<file path="config.mk">
export PLATFORM = sky130hd
export DESIGN_NAME = tdr_ctrl_flat
export DESIGN_NICKNAME = d
export VERILOG_FILES = /design/src/rtl/tdr_pkg.sv /design/src/rtl/tdr_ctrl_if.sv /design/src/rtl/tdr_ctrl_sat_cnt.sv /design/src/rtl/tdr_ctrl.sv /design/src/flat_wrapper.sv
export SDC_FILE = /design/constraint.sdc
export NUM_CORES = 1
export LEC_CHECK = 0
export BUFFER_PORTS_ARGS = -buffer_cell sky130_fd_sc_hd__buf_2
export CAP_MARGIN = 20
export CORE_MARGIN = 5
export CORE_UTILIZATION = 55
export CTS_CLUSTER_DIAMETER = 50
export CTS_CLUSTER_SIZE = 20
export DETAILED_ROUTE_END_ITERATION = 10
export PLACE_DENSITY = 0.9
export RECOVER_POWER = 25
export SYNTH_ARGS = -nofsm -noshare
export SYNTH_HDL_FRONTEND = slang
export SYNTH_SLANG_ARGS = --single-unit
</file>
<file path="constraint.sdc">
create_clock -name clk -period 4.6 [get_ports clk]
set_input_delay 0.92 -clock clk [delete_from_list [all_inputs] [get_ports clk]]
set_output_delay 0.92 -clock clk [all_outputs]
set_load 0.05 [all_outputs]
</file>
<file path="src/rtl/tdr_pkg.sv">
`default_nettype none
// ============================================================================
//  Module      : tdr_pkg
//  Description : Shared types and constants for the time-double-redundancy
//                controller: the controller state encoding, default sizing
//                and the rollback length.
//  Revision    : 1.0 - initial release
// ============================================================================
package tdr_pkg;

    // Default sizing of a TDR domain
    localparam int N_FF_DEF      = 8;
    localparam int MAX_RETRY_DEF = 3;
    localparam int ERR_CNT_W_DEF = 8;

    // Rollback length in cycles: one cycle per register of the ff block pair
    localparam int RB_CYCLES = 2;

    // Retry counter width; wide enough for the largest MAX_RETRY (15)
    localparam int RETRY_W = 4;

    typedef enum logic [2:0] {
        IDLE = 3'd0,
        P0   = 3'd1,
        P1   = 3'd2,
        RB0  = 3'd3,
        RB1  = 3'd4,
        HALT = 3'd5
    } tdr_state_e;

endpackage : tdr_pkg
`default_nettype wire

</file>
<file path="src/rtl/tdr_ctrl_if.sv">
`default_nettype none
// ============================================================================
//  Module      : tdr_ctrl_if
//  Description : Bundle between the TDR controller, the ff block array and
//                the surrounding system.
//                master : controller side (drives mode/phase/status)
//                slave  : environment side (drives run request, fail flags)
//  Ports       : en_i, fail_i[N_FF]          environment -> controller
//                mode_s_o, phase_o, hold_in_o, out_valid_o, recover_o,
//                err_cnt_o[ERR_CNT_W], perm_fault_o   controller -> env
//  Revision    : 1.0 - initial release
// ============================================================================
interface tdr_ctrl_if #(
    parameter int N_FF      = 8,
    parameter int ERR_CNT_W = 8
) ();
    logic                 en_i;
    logic [N_FF-1:0]      fail_i;
    logic                 mode_s_o;
    logic                 phase_o;
    logic                 hold_in_o;
    logic                 out_valid_o;
    logic                 recover_o;
    logic [ERR_CNT_W-1:0] err_cnt_o;
    logic                 perm_fault_o;

    modport master (
        input  en_i, fail_i,
        output mode_s_o, phase_o, hold_in_o, out_valid_o, recover_o,
               err_cnt_o, perm_fault_o
    );

    modport slave (
        output en_i, fail_i,
        input  mode_s_o, phase_o, hold_in_o, out_valid_o, recover_o,
               err_cnt_o, perm_fault_o
    );
endinterface : tdr_ctrl_if
`default_nettype wire

</file>
<file path="src/rtl/tdr_ctrl_sat_cnt.sv">
`default_nettype none
// ============================================================================
//  Module      : sat_cnt
//  Description : Up-counter that sticks at all-ones instead of wrapping.
//                Clear has priority over increment.
//  Ports       : clk, rst_n (async, active-low), inc_i, clr_i, cnt_o[WIDTH]
//  Revision    : 1.0 - initial release
// ============================================================================
module sat_cnt
    import tdr_pkg::*;
#(
    parameter int WIDTH = 8
) (
    input  logic             clk,
    input  logic             rst_n,
    input  logic             inc_i,
    input  logic             clr_i,
    output logic [WIDTH-1:0] cnt_o
);

    localparam logic [WIDTH-1:0] CNT_MAX = {WIDTH{1'b1}};

    logic [WIDTH-1:0] cnt_q;
    logic [WIDTH-1:0] cnt_d;

    always_comb begin
        cnt_d = cnt_q;
        if (clr_i) begin
            cnt_d = '0;
        end else if (inc_i && (cnt_q != CNT_MAX)) begin
            cnt_d = cnt_q + 1'b1;
        end
    end

    always_ff @(posedge clk or negedge rst_n) begin
        if (!rst_n) begin
            cnt_q <= '0;
        end else begin
            cnt_q <= cnt_d;
        end
    end

    assign cnt_o = cnt_q;

endmodule : sat_cnt
`default_nettype wire

</file>
<file path="src/rtl/tdr_ctrl.sv">
`default_nettype none
// ============================================================================
//  Module      : tdr_ctrl
//  Description : Controller for a dynamic time-double-redundancy domain.
//                Runs each period twice (P0 fresh, P1 redundant), samples the
//                OR of the ff block fail flags at the end of P1, rolls back
//                (RB0/RB1) and replays on a mismatch, and enters a sticky
//                HALT after MAX_RETRY consecutive failed periods.
//  Ports       : clk, rst_n (async, active-low)
//                bus (tdr_ctrl_if.master): en_i, fail_i, mode_s_o, phase_o,
//                hold_in_o, out_valid_o, recover_o, err_cnt_o, perm_fault_o
//  Revision    : 1.0 - initial release
// ============================================================================
module tdr_ctrl
    import tdr_pkg::*;
#(
    parameter int N_FF      = N_FF_DEF,
    parameter int MAX_RETRY = MAX_RETRY_DEF,
    parameter int ERR_CNT_W = ERR_CNT_W_DEF
) (
    input  logic       clk,
    input  logic       rst_n,
    tdr_ctrl_if.master bus
);

    // Retry value that, when a further failure arrives, means halt
    localparam logic [RETRY_W-1:0] LAST_RETRY = RETRY_W'(MAX_RETRY - 1);

    tdr_state_e           state_q, state_d;

    logic                 mode_s_q,  mode_s_d;
    logic                 phase_q,   phase_d;
    logic                 hold_in_q, hold_in_d;
    logic                 valid_q,   valid_d;
    logic                 recover_q, recover_d;
    logic                 perm_q,    perm_d;

    logic [N_FF-1:0]      fail_flags;
    logic                 any_fail;
    logic                 err_inc;
    logic                 retry_inc;
    logic                 retry_clr;
    logic [RETRY_W-1:0]   retry_cnt;
    logic [ERR_CNT_W-1:0] err_cnt;

    assign fail_flags = bus.fail_i;
    assign any_fail   = |fail_flags;

    // ------------------------------------------------------------------
    // Next state. fail_i only matters on the edge that ends P1, en_i only
    // in IDLE and on P1 exit.
    // ------------------------------------------------------------------
    always_comb begin
        state_d   = state_q;
        err_inc   = 1'b0;
        retry_inc = 1'b0;
        retry_clr = 1'b0;
        case (state_q)
            IDLE: begin
                if (bus.en_i) state_d = P0;
            end
            P0: begin
                state_d = P1;
            end
            P1: begin
                if (any_fail) begin
                    err_inc   = 1'b1;
                    retry_inc = 1'b1;
                    state_d   = (retry_cnt == LAST_RETRY) ? HALT : RB0;
                end else begin
                    retry_clr = 1'b1;
                    state_d   = bus.en_i ? P0 : IDLE;
                end
            end
            RB0:     state_d = RB1;
            RB1:     state_d = P0;
            HALT:    state_d = HALT;
            default: state_d = IDLE;
        endcase
    end

    // ------------------------------------------------------------------
    // Output decode from the next state so every output is a flop.
    // A P0 entered from RB1 is a replay and must keep the old input.
    // ------------------------------------------------------------------
    always_comb begin
        mode_s_d  = 1'b1;
        phase_d   = 1'b0;
        hold_in_d = 1'b1;
        recover_d = 1'b0;
        perm_d    = 1'b0;
        valid_d   = (state_q == P1) && !any_fail;
        case (state_d)
            P0: begin
                hold_in_d = (state_q == RB1);
            end
            P1: begin
                mode_s_d = 1'b0;
                phase_d  = 1'b1;
            end
            RB0, RB1: begin
                mode_s_d  = 1'b0;
                recover_d = 1'b1;
            end
            HALT: begin
                mode_s_d = 1'b0;
                perm_d   = 1'b1;
            end
            default: ;
        endcase
    end

    always_ff @(posedge clk or negedge rst_n) begin
        if (!rst_n) begin
            state_q   <= IDLE;
            mode_s_q  <= 1'b1;
            phase_q   <= 1'b0;
            hold_in_q <= 1'b1;
            valid_q   <= 1'b0;
            recover_q <= 1'b0;
            perm_q    <= 1'b0;
        end else begin
            state_q   <= state_d;
            mode_s_q  <= mode_s_d;
            phase_q   <= phase_d;
            hold_in_q <= hold_in_d;
            valid_q   <= valid_d;
            recover_q <= recover_d;
            perm_q    <= perm_d;
        end
    end

    // Lifetime error count: never cleared except by reset
    sat_cnt #(
        .WIDTH (ERR_CNT_W)
    ) u_err_cnt (
        .clk   (clk),
        .rst_n (rst_n),
        .inc_i (err_inc),
        .clr_i (1'b0),
        .cnt_o (err_cnt)
    );

    // Consecutive failed periods; cleared by any clean P1
    sat_cnt #(
        .WIDTH (RETRY_W)
    ) u_retry_cnt (
        .clk   (clk),
        .rst_n (rst_n),
        .inc_i (retry_inc),
        .clr_i (retry_clr),
        .cnt_o (retry_cnt)
    );

    assign bus.mode_s_o     = mode_s_q;
    assign bus.phase_o      = phase_q;
    assign bus.hold_in_o    = hold_in_q;
    assign bus.out_valid_o  = valid_q;
    assign bus.recover_o    = recover_q;
    assign bus.err_cnt_o    = err_cnt;
    assign bus.perm_fault_o = perm_q;

endmodule : tdr_ctrl
`default_nettype wire

</file>
<file path="src/flat_wrapper.sv">
// flat-port wrapper written by rule: the top's interface ports become plain ports
module tdr_ctrl_flat import tdr_pkg::*;
#(
    parameter int N_FF      = N_FF_DEF,
    parameter int MAX_RETRY = MAX_RETRY_DEF,
    parameter int ERR_CNT_W = ERR_CNT_W_DEF
)
  (clk, rst_n, bus_en_i, bus_fail_i, bus_mode_s_o, bus_phase_o, bus_hold_in_o, bus_out_valid_o, bus_recover_o, bus_err_cnt_o, bus_perm_fault_o);
  tdr_ctrl_if #(.N_FF(N_FF), .ERR_CNT_W(ERR_CNT_W)) bus_i ();
  input  logic clk;
  input  logic rst_n;
  input wire logic [$bits(bus_i.en_i)-1:0] bus_en_i;
  input wire logic [$bits(bus_i.fail_i)-1:0] bus_fail_i;
  output wire logic [$bits(bus_i.mode_s_o)-1:0] bus_mode_s_o;
  output wire logic [$bits(bus_i.phase_o)-1:0] bus_phase_o;
  output wire logic [$bits(bus_i.hold_in_o)-1:0] bus_hold_in_o;
  output wire logic [$bits(bus_i.out_valid_o)-1:0] bus_out_valid_o;
  output wire logic [$bits(bus_i.recover_o)-1:0] bus_recover_o;
  output wire logic [$bits(bus_i.err_cnt_o)-1:0] bus_err_cnt_o;
  output wire logic [$bits(bus_i.perm_fault_o)-1:0] bus_perm_fault_o;
  assign bus_i.en_i = bus_en_i;
  assign bus_i.fail_i = bus_fail_i;
  assign bus_mode_s_o = bus_i.mode_s_o;
  assign bus_phase_o = bus_i.phase_o;
  assign bus_hold_in_o = bus_i.hold_in_o;
  assign bus_out_valid_o = bus_i.out_valid_o;
  assign bus_recover_o = bus_i.recover_o;
  assign bus_err_cnt_o = bus_i.err_cnt_o;
  assign bus_perm_fault_o = bus_i.perm_fault_o;
  tdr_ctrl #(.N_FF(N_FF), .MAX_RETRY(MAX_RETRY), .ERR_CNT_W(ERR_CNT_W)) u_core (.clk(clk), .rst_n(rst_n), .bus(bus_i));
endmodule
</file>
Word-level counts from Yosys, hierarchy flattened. Index checks and enable logic that the tools add are counted.

Register bits: 21. Latch bits: 0. RAM bits: 0. ROM bits: 0. Output and inout port bits: 14. Logic and storage cells: 49. Memories kept: 0.

Add/subtract/negate cells: 2. Multipliers: 0. Divide/modulo/power cells: 0. Magnitude comparators: 0. Eq/ne operators: 13. Shift-type cells: 0. Muxes and demuxes: 16. Bitwise operators: 0. Reduce and logical (&&, ||, !) cells: 9.

Operators with widths (number): one-hot mux 3 bit (6 select lines) (1); == test 3 x 2 -> 1 bit (second input constant) (4); == test 3 bit (second input constant) (4); two-way mux 1 bit (10); two-way mux 3 bit (3); adder 8 x 1 -> 8 bit (second input constant) (1); two-way mux 4 bit (2); inequality test 8 bit (second input constant) (1); OR reduction 8 bit (1); == test 3 x 1 -> 1 bit (second input constant) (2); adder 4 x 1 -> 4 bit (second input constant) (1); == test 4 x 2 -> 1 bit (second input constant) (1); inequality test 4 bit (second input constant) (1); OR reduction 4 bit (1); logical AND 1 bit (3); logical NOT 3 bit (1); nonzero test 2 bit (1); OR reduction 2 bit (1); logical NOT 1 bit (1).

Longest topological paths before layout.
Depth after elaboration: 7. Gate-level depth with buffers: 5. Gate-level depth less buffers: 5.

Hierarchy. Synthesis repeated with hierarchy kept, for this count alone.

Cell total of the unflattened synthesis: 106. Area, all modules: 1108.6 µm².

Modules (own cells, without submodules): sat_cnt (u_core.u_err_cnt) (instances 1, cells each 49, area each 464.2 µm²); tdr_ctrl (instances 1, cells each 37, area each 415.4 µm²); sat_cnt (u_core.u_retry_cnt) (instances 1, cells each 20, area each 229.0 µm²).

Least setup slack after synthesis. No wires, ideal clock.

Path kind: input -> register. Start: input bus_fail_i[1]. End: register u_core.u_err_cnt.cnt_q[1], in the netlist u_core.u_err_cnt.cnt_o[1]. Arrival: 1958 ps. Data required time: 4472 ps. Slack: 2514 ps. Stages on the path: 4. Path through: nor4_2 a21o_4 nor2_2 mux2_1.

Cells in the longest elaborated chain, start to end: 4.

Ends and longest elaborated chain: start, declared (line flat_wrapper.sv:13) `input wire logic [$bits(bus_i.fail_i)-1:0] bus_fail_i;`; OR reduction 8 bit (line tdr_ctrl.sv:47) `assign any_fail = |fail_flags;`; two-way mux 1 bit (line tdr_ctrl.sv:66) `if (any_fail) begin`; two-way mux 1 bit (line tdr_ctrl.sv:58) `case (state_q)`; logical AND 1 bit (line tdr_ctrl_sat_cnt.sv:30) `end else if (inc_i && (cnt_q != CNT_MAX)) begin`; end signal, assigned (line tdr_ctrl_sat_cnt.sv:39) `cnt_q <= cnt_d;`; end, declared (line tdr_ctrl_sat_cnt.sv:23) `logic [WIDTH-1:0] cnt_q;`.

Every way passes these cells. A chain may end at the register's enable or synchronous reset.

Final worst setup path.
Start: register u_core.hold_in_q, in the netlist u_core.bus.hold_in_o. End: output bus_hold_in_o.

RTL lines: start, declared (line tdr_ctrl.sv:33) `logic hold_in_q, hold_in_d;`; start signal, assigned (line tdr_ctrl.sv:126) `hold_in_q <= hold_in_d;`; end, declared (line flat_wrapper.sv:16) `output wire logic [$bits(bus_i.hold_in_o)-1:0] bus_hold_in_o;`.

No word-level cell between the ends.

==> results.json <==
{
  "die_area_sq_mm": 0.002804,
  "chipWidth_um": 52.95,
  "yosys_warnings": 0,
  "dr_total_vias": 761,
  "intPower_mw": 0.4280,
  "gr-total-overflow": 0,
  "hold_path_depth": 1,
  "clockBufferDepth": 2,
  "synth_compound_area_frac": 0.1097,
  "crit_required_ps": 3680,
  "synth_top_family_by_area": "simple AND/OR/NAND/NOR gates",
  "status": "finished clean",
  "crit_path_top_delay_cell": "dfstp_2",
  "htree_levels": 1,
  "cp-startpoint": "u_core.bus.hold_in_o",
  "ctsResizeCount": 0,
  "routedWlPerCell_um": 12.91,
  "p_per_area_mw_per_mm2": 724.4,
  "hold_buffers": 0,
  "drt_first_pass_iters": 4,
  "peakVddDrop_mv": 0.4276,
  "initial_core_util": 0.5814,
  "startpoint_type": "register",
  "reg2regPathDepth": 4,
  "seq_area_frac_synth": 0.5203,
  "grt_util_all_layers": 0.1539,
  "antenna_found_initial": 0,
  "root_buffer": "clkbuf_4",
  "cts_setup_buffers": 0,
  "drv_slew": 0,
  "fin_setup_tns_ps": 0,
  "power_frac_clock": 0.098,
  "cts.clk_slew.worst_paths_ps": 110,
  "place_congestion": 0.7623,
  "finalNonFillerCells": 142,
  "numCtsBuffers": 3,
  "period_minus_slack_ps": 1988,
  "grt_start_max_net_pins": 22,
  "avgSynthCellArea_sq_um": 11.27,
  "wl_um": 1833,
  "fin_worst_skew_ps": 2.914,
  "reg2reg_from": "u_core.state_q[2]",
  "drcViolationCount": 0,
  "max_stage_delay_ps": 530,
  "worst_slew_pin_slew_ps": 1077,
  "avgViaCountPerCell": 5.359,
  "critPathBufInv": 1,
  "cp-end-kind": "output pin",
  "cp_max_fo": 1,
  "hp-start": "u_core.u_err_cnt.cnt_o[6]",
  "synthArstFlopShare": 1.000,
  "std_cell_rows": 15,
  "die_y_um": 52.95,
  "synth_seq_cells": 21,
  "crit_type": "reg2out",
  "final_cell_mix": "23 x buf_2, 19 x dfrtp_1, 8 x nand2_1, 7 x a21oi_1, 6 x xor2_1",
  "finalNetCount": 132,
  "syn2layout_area_growth_pct": 16.28,
  "synthAdderAreaFrac": 0.03699,
  "syn-num-nets": 104,
  "p_seq_frac": 0.402,
  "grt_pass1_vias": 727,
  "ant_nets": 0,
  "grt_pass1_wl_um": 3049,
  "diodes": 0,
  "dp_hpwl_um": 1423,
  "io_buffers": 24,
  "final.period_utilization": 0.4322,
  "timing.rr.end": "u_core.u_err_cnt.cnt_o[1]",
  "reg2reg_setup_slack_ps": 2810,
  "drt_iter0_markers": 11,
  "hold_path_end": "u_core.u_err_cnt.cnt_o[6]",
  "fmax_mhz": 503.0,
  "relSlewSlack": 0.2817,
  "synth_cells": 90,
  "hold_violations": 0,
  "muxShareOfSynthArea": 0.02096,
  "drive_above_1_share": 0.3333,
  "rsz0062_at_grt": "no",
  "min_path_type": "reg2reg",
  "final_common_cell": "buf_2",
  "maxCapViolCount": 0,
  "syn_area_sq_mm": 0.001015,
  "clock_latency_ps": 290,
  "synth.distinct_cells": 30,
  "synth_flop_cell": "dfrtp_1",
  "synth-simple-area-share": 0.2380,
  "synth_xor_area_frac": 0.05179,
  "fp.coreArea_sq_mm": 0.001745,
  "clock-sinks": 21,
  "p_sw_frac": 0.4993,
  "switchingPower_mw": 0.4267,
  "synth_edf_count": 0,
  "place_inst": 138,
  "finalSetupViolCount": 0,
  "cp_top_family": "flip-flops",
  "ioPinCount": 25,
  "leakage_nw": 0.5103,
  "critPathArrivalTime_ps": 1070,
  "path_cells": "buf_2",
  "p_comb_frac": 0.500,
  "tritoncts": "done"
}
[cell type report]
type,count,area [sq um]
inverters,3,11.26
clock buffers,4,26.28
fillers,149,565.5
well taps,25,31.28
multi-input cells,65,464.2
repair buffers,24,118.9
flip-flops and latches,21,528.0
[metrics by stage]
step	setup slack, ps	total power, mW	area, sq um	hold WS, ps	utilization
after floorplan	2514	0.6819	1015	490.1	-
after global placement	2370	0.7606	1155	475.5	0.6616
after detailed placement	2324	0.7797	1155	489.4	0.6616
after CTS	2595	0.8638	1181	506.2	0.6767
after global routing	2549	0.9142	1180	531.2	0.6760
final	2612	0.8547	1180	504.9	0.6760
[worst max-delay path by stage]
stage                                 to  slack [ps]  depth (start not counted)
2_1_floorplan  u_core.u_err_cnt.cnt_o[1]        2510                          4
3_3_place_gp   u_core.u_err_cnt.cnt_o[1]        2370                          5
3_5_place_dp   u_core.u_err_cnt.cnt_o[1]        2320                          5
4_1_cts                    bus_hold_in_o        2590                          1
5_1_grt        u_core.u_err_cnt.cnt_o[1]        2550                          5
6_report                   bus_hold_in_o        2610                          1
[cell families after synthesis]
logic type | after synthesis
buffers and inverters | 4
AND/OR/NAND/NOR | 36
XOR/XNOR | 6
flip-flops | 21
adder cells (fa/ha/maj) | 3
AO/OA/AOI/OAI | 18
multiplexers | 2
[power groups by stage]
stage | logic, mW | clock network [mW] | registers [mW]
2_1_floorplan | 0.195 | 0 | 0.487
3_3_place_gp | 0.420 | 0 | 0.341
3_5_place_dp | 0.432 | 0 | 0.348
4_1_cts | 0.432 | 0.0880 | 0.344
5_1_grt | 0.462 | 0.0963 | 0.356
6_report | 0.427 | 0.0837 | 0.344
[cell usage after synthesis (all sizes together), types with 3 or more instances]
master  instances  area [sq um]
nand2           8         30.03
nand2b          3         18.77
xor2            6         52.55
dfrtp          19         475.5
nand3           5         25.02
a21oi           8         43.79
ha              3         37.54
o21ai           5         25.02
nor2            7         31.28
inv             3         11.26
nor4            5         71.32
[metal layers]
layer	wire [um]	part of all wire	vias up	GRT usage
met2	886	0.48	26	0.2397
met5	0	0	-	0
li1	-	-	376	-
met1	786	0.43	357	0.1911
met3	130	0.071	2	0.03944
met4	29	0.016	0	0.08936
[registers in the layout, indices dropped and copies added (netlist names)]
name / count
u_core.u_err_cnt.cnt_o: 8
u_core.u_retry_cnt.cnt_o: 4
u_core.state_q: 3
u_core.bus.hold_in_o: 1
u_core.bus.mode_s_o: 1
u_core.bus.out_valid_o: 1
u_core.bus.perm_fault_o: 1
u_core.bus.phase_o: 1
u_core.bus.recover_o: 1
Power figures use the tool's default switching activity.
